<file path="src/rtl/seq_alu.sv">
// ============================================================================
// Module  : seq_alu
// Purpose : Multi-cycle ALU feeding the accumulator: PASS_B/ADD/SUB in one
//           cycle, unsigned shift-add MUL over WORD_SIZE cycles.
//           Optional macro SEQ_ALU_MUL_SAT_EN saturates MUL overflow.
// Revision: 1.0 - initial release
// ============================================================================
`default_nettype none

module seq_alu #(
  parameter int WORD_SIZE = 24
) (
  input  logic                 clk,
  input  logic                 rst,
  input  logic                 start,
  input  logic [1:0]           op,
  input  logic [WORD_SIZE-1:0] a_in,
  input  logic [WORD_SIZE-1:0] b_in,
  output logic [WORD_SIZE-1:0] alu_out,
  output logic                 alu_to_ac,
  output logic                 busy,
  output logic                 zero
);

  localparam int CNT_W = $clog2(WORD_SIZE + 1);

  localparam logic [1:0] ST_IDLE = 2'd0;
  localparam logic [1:0] ST_MUL  = 2'd1;
  localparam logic [1:0] ST_DONE = 2'd2;

  localparam logic [1:0] OP_PASS = 2'b00;
  localparam logic [1:0] OP_ADD  = 2'b01;
  localparam logic [1:0] OP_SUB  = 2'b10;
  localparam logic [1:0] OP_MUL  = 2'b11;

  localparam logic [CNT_W-1:0] CNT_LAST = CNT_W'(WORD_SIZE - 1);

  logic [1:0]             state_q,     state_d;
  logic [2*WORD_SIZE-1:0] mcand_q,     mcand_d;
  logic [WORD_SIZE-1:0]   mplier_q,    mplier_d;
  logic [2*WORD_SIZE-1:0] prod_q,      prod_d;
  logic [CNT_W-1:0]       count_q,     count_d;
  logic [WORD_SIZE-1:0]   alu_out_q,   alu_out_d;
  logic                   alu_to_ac_q, alu_to_ac_d;
  logic                   zero_q,      zero_d;

  logic [WORD_SIZE-1:0]   single_res;
  logic [WORD_SIZE-1:0]   mul_res;

  // Single-cycle result; carries and borrows fall off the top.
  always_comb begin
    single_res = b_in;
    case (op)
      OP_PASS: single_res = b_in;
      OP_ADD:  single_res = a_in + b_in;
      OP_SUB:  single_res = a_in - b_in;
      default: single_res = b_in;
    endcase
  end

  always_comb begin
`ifdef SEQ_ALU_MUL_SAT_EN
    if (|prod_q[2*WORD_SIZE-1:WORD_SIZE]) begin
      mul_res = {WORD_SIZE{1'b1}};
    end else begin
      mul_res = prod_q[WORD_SIZE-1:0];
    end
`else
    mul_res = prod_q[WORD_SIZE-1:0];
`endif
  end

  always_comb begin
    state_d     = state_q;
    mcand_d     = mcand_q;
    mplier_d    = mplier_q;
    prod_d      = prod_q;
    count_d     = count_q;
    alu_out_d   = alu_out_q;
    zero_d      = zero_q;
    alu_to_ac_d = 1'b0;

    case (state_q)
      ST_IDLE: begin
        if (start) begin
          if (op == OP_MUL) begin
            state_d  = ST_MUL;
            count_d  = '0;
            prod_d   = '0;
            mcand_d  = {{WORD_SIZE{1'b0}}, a_in};
            mplier_d = b_in;
          end else begin
            alu_out_d   = single_res;
            zero_d      = (single_res == '0);
            alu_to_ac_d = 1'b1;
          end
        end
      end

      ST_MUL: begin
        if (mplier_q[0]) begin
          prod_d = prod_q + mcand_q;
        end
        mcand_d  = mcand_q << 1;
        mplier_d = mplier_q >> 1;
        count_d  = count_q + 1'b1;
        if (count_q == CNT_LAST) begin
          state_d = ST_DONE;
        end
      end

      ST_DONE: begin
        alu_out_d   = mul_res;
        zero_d      = (mul_res == '0);
        alu_to_ac_d = 1'b1;
        state_d     = ST_IDLE;
      end

      default: state_d = ST_IDLE;
    endcase
  end

  always_ff @(posedge clk) begin
    if (!rst) begin
      state_q     <= ST_IDLE;
      mcand_q     <= '0;
      mplier_q    <= '0;
      prod_q      <= '0;
      count_q     <= '0;
      alu_out_q   <= '0;
      alu_to_ac_q <= 1'b0;
      zero_q      <= 1'b0;
    end else begin
      state_q     <= state_d;
      mcand_q     <= mcand_d;
      mplier_q    <= mplier_d;
      prod_q      <= prod_d;
      count_q     <= count_d;
      alu_out_q   <= alu_out_d;
      alu_to_ac_q <= alu_to_ac_d;
      zero_q      <= zero_d;
    end
  end

  assign alu_out   = alu_out_q;
  assign alu_to_ac = alu_to_ac_q;
  assign zero      = zero_q;
  assign busy      = (state_q != ST_IDLE);

endmodule

`default_nettype wire

</file>
<file path="config.mk">
export PLATFORM = sky130hd
export DESIGN_NAME = seq_alu
export DESIGN_NICKNAME = d
export VERILOG_FILES = /design/src/rtl/seq_alu.sv
export SDC_FILE = /design/constraint.sdc
export NUM_CORES = 1
export LEC_CHECK = 0
export BUFFER_PORTS_ARGS = -buffer_cell sky130_fd_sc_hd__clkbuf_2
export CAP_MARGIN = 30
export CORE_ASPECT_RATIO = 0.7
export CORE_MARGIN = 5
export CORE_UTILIZATION = 55
export DETAILED_ROUTE_END_ITERATION = 8
export PLACE_DENSITY = 0.75
export SYNTH_ARGS = -nofsm -noshare
export SYNTH_HDL_FRONTEND = slang
export SYNTH_SLANG_ARGS = --single-unit
export TNS_END_PERCENT = 10
</file>
<file path="constraint.sdc">
create_clock -name clk -period 13.05 [get_ports clk]
set_input_delay 3.2625 -clock clk [delete_from_list [all_inputs] [get_ports clk]]
set_output_delay 3.2625 -clock clk [all_outputs]
set_load 0.05 [all_outputs]
</file>
==> impl_metrics.yaml <==
outcome:
  status: "finished clean"
place:
  hpwl_mm: 17.38
  port_buffers: 79
  dp_cells: 1230
  pre_cts_slack_ns: 5.805
  finalWeightedCongestion: 0.9252
timing:
  timing.slew.headroom_pct: 37.16
  tightest_slew_ns: 0.9188
  period_needed_ns: 6.995
  fin_crit_sh_pct: 53.60
  timing.fmax_ghz: 0.1430
  clock_skew_ns: 0.005538
  fin_tns_setup_ns: 0
  final-max-slew-violation-count: 0
  hold_viol_final: 0
  finalWorstSetupSlack_ns: 6.055
  rsz0062_at_grt: "false"
  setup_viol: 0
worst_setup_path:
  crit_fanout: 25
  crit_chain: "clkbuf_2 -> inv_1 -> ha_1 -> inv_1 -> nand2_1 -> o21ai_0 -> xnor2_1 -> ha_1 -> and4_1 -> nand2_1 -> a2111oi_2 -> o22ai_1 -> or2_0 -> a31o_1 -> a221o_1 -> a21oi_1"
  crit_arrival_ns: 7.29
  r2r_cells: 8
  crit_cells: 16
  crit_family: "compound AO/OA/AOI/OAI gates"
  critical_path.max_stage_delay_ns: 0.75
  crit_type: "input pin to flip-flop"
  worstPathRequired_ns: 13.34
  startpoint_type: "input pin"
  cp_slowest_cell: "ha_1"
  critPathBufInv: 3
  end_kind: "flip-flop"
worst_hold_path:
  hold_depth: 2
  min_path_type: "flip-flop to flip-flop"
global_routing:
  track_usage_pct: 28.65
  antenna_found_initial: 0
  grt_pass1_vias: 7315
  grt_pass1_wl_mm: 38.65
  grt.overflow.total: 0
  grt_start_max_net_pins: 98
route:
  routedWlPerCell_um: 18.80
  routed_via_density: 6.334
  drt_iter0_markers: 773
  dr_total_vias: 7898
  drt-total-wl_mm: 23.44
  ant_nets: 0
  dr.pass1.iters: 5
  route.detailed.drc: 0
job:
  drv_cap: 0
yosys:
  yosysMostFrequentCell: "nand2_1"
  synth.largest_area_cell: "dfxtp_1"
  ys_types: 84
  netlist_instances: 1009
  syn_avg_cell_area_um2: 7.675
  ys_seq_elements: 105
  synth-seq-area-share_pct: 27.14
  synth_warnings: 0
  synthesis.area_um2: 7744
  ys_async_sr_fraction_pct: 0
  synth_common_cells: "147 x nand2_1, 125 x nor2_1, 105 x dfxtp_1, 69 x a21oi_1, 51 x ha_1"
  syn_nets: 1115
  synth_edf_count: 0
  synth_area_leaders: "dfxtp_1 27%, ha_1 8.2%, nand2_1 7.1%"
  synth_top_area_share_pct: 27.14
  synth_ff_type: "dfxtp_1"
clock_network:
  numCtsBuffers: 9
  cts.path.max_buffers: 2
  cts_tree: "done"
  clk_pin_slew_ns: 0.07
  cts_setup_buffers: 0
  cts.htree.levels: 3
  cts_root_buf: "clkbuf_16"
  clk_latency_ns: 0.36
  clock-sinks: 105
  ctsHoldBuffers: 0
  cts_resized: 0
floorplanning:
  fp-row-count: 36
  die-area_um2: 16590
  start_util_pct: 55.82
  die_w_um: 151.8
  pin_count: 80
  core_um2: 13870
  die_y_um: 109.3
finish:
  fill_cells: 1337
  layout-drive-gt1-share_pct: 12.39
  synthToLayoutAreaGrowth_pct: 10.58
  stdcell_count: 1247
  finalNetCount: 1158
  diodes: 0
pwr:
  power_density_nw_per_um2: 109.1
  ir_drop_mv: 0.06322
  leakagePower_nw: 3.443
## worst reg2reg max path: cells and delay by family, from the launching register on
family | cells | cell delay [ns]
compound gates | 3 | 1.06
flops | 1 | 0.84
simple gates | 5 | 1.28
## kinds of logic (layout without fill, tap and decap cells)
family                   after synthesis  in the layout  synth area share (%)
AO/OA/AOI/OAI                        310            310                 29.25
XOR/XNOR                              44             44                 4.977
adder cells (fa/ha/maj)               53             53                 8.757
buffers and inverters                 94            142                 5.364
flip-flops                           105            105                 27.14
multiplexers                           5              5                0.6786
AND/OR/NAND/NOR                      398            398                 23.83
## per-layer routing
layer	wire length, µm	global-route usage (%)
met5	0	0
met4	525	8.595
met3	1563	5.236
met2	10060	43.63
met1	11290	41.45
## registers in the layout (all words and copies together) (netlist names)
signal,count
mplier_q,24
mcand_q,24
alu_out,24
prod_q,24
zero,1
state_q,2
alu_to_ac,1
count_q,5
## layout make-up
| class | instances | area, µm² | area share [%] |
|---|---|---|---|
| clock buffers | 12 | 256.5 | 2.995 |
| well taps | 190 | 237.7 | 2.776 |
| repair buffers | 89 | 530.5 | 6.195 |
| clock inverters | 4 | 56.30 | 0.6575 |
| flip-flops and latches | 105 | 2102 | 24.55 |
| inverters | 37 | 138.9 | 1.622 |
| multi-input cells | 810 | 5241 | 61.21 |
## power by group
| part | total [mW] | leakage [nW] | switching (mW) | internal [mW] |
|---|---|---|---|---|
| clock | 0.293 | 0.154 | 0.132 | 0.161 |
| combinational | 0.286 | 2.43 | 0.184 | 0.102 |
| sequential | 0.355 | 0.858 | 0.0141 | 0.341 |
| total | 0.934 | 3.44 | 0.330 | 0.604 |
## through the flow
stage | hold slack [ns] | instance area (µm²) | power, mW | util [%]
after CTS | 0.4524 | 8536 | 0.9316 | 61.53
final | 0.4519 | 8563 | 0.9343 | 61.72
after detailed placement | 0.4424 | 8223 | 0.6413 | 59.27
after global routing | 0.4676 | 8563 | 0.9824 | 61.72
after floorplan | 0.4552 | 7744 | 0.5684 | -
after global placement | 0.4419 | 8168 | 0.6373 | 58.87
## path summary, 6_finish.rpt
path	slack, ns	endpoint	from
max	6.06	alu_out[21]	op[0]
min	0.45	alu_out[14]	alu_out[14]
max reg2reg	9.79	zero	state_q[1]
min reg2reg	0.45	alu_out[14]	alu_out[14]
## cells in the final DEF (no fill, tap or decap), types with 10 or more instances in the layout
cell and n:
a22oi_1 19, dfxtp_1 105, xnor2_1 36, clkbuf_2 79, inv_1 35, o21a_1 14
o211ai_1 15, nand4_1 16, nor3_1 21, o221ai_1 12, a31oi_1 12, a21oi_1 69
nand3_1 15, a311oi_1 48, nor2_1 123, o21ai_0 27, o21bai_1 10, nand2_1 147
ha_1 51, a21o_1 15
(Power assumes the default switching activity.)
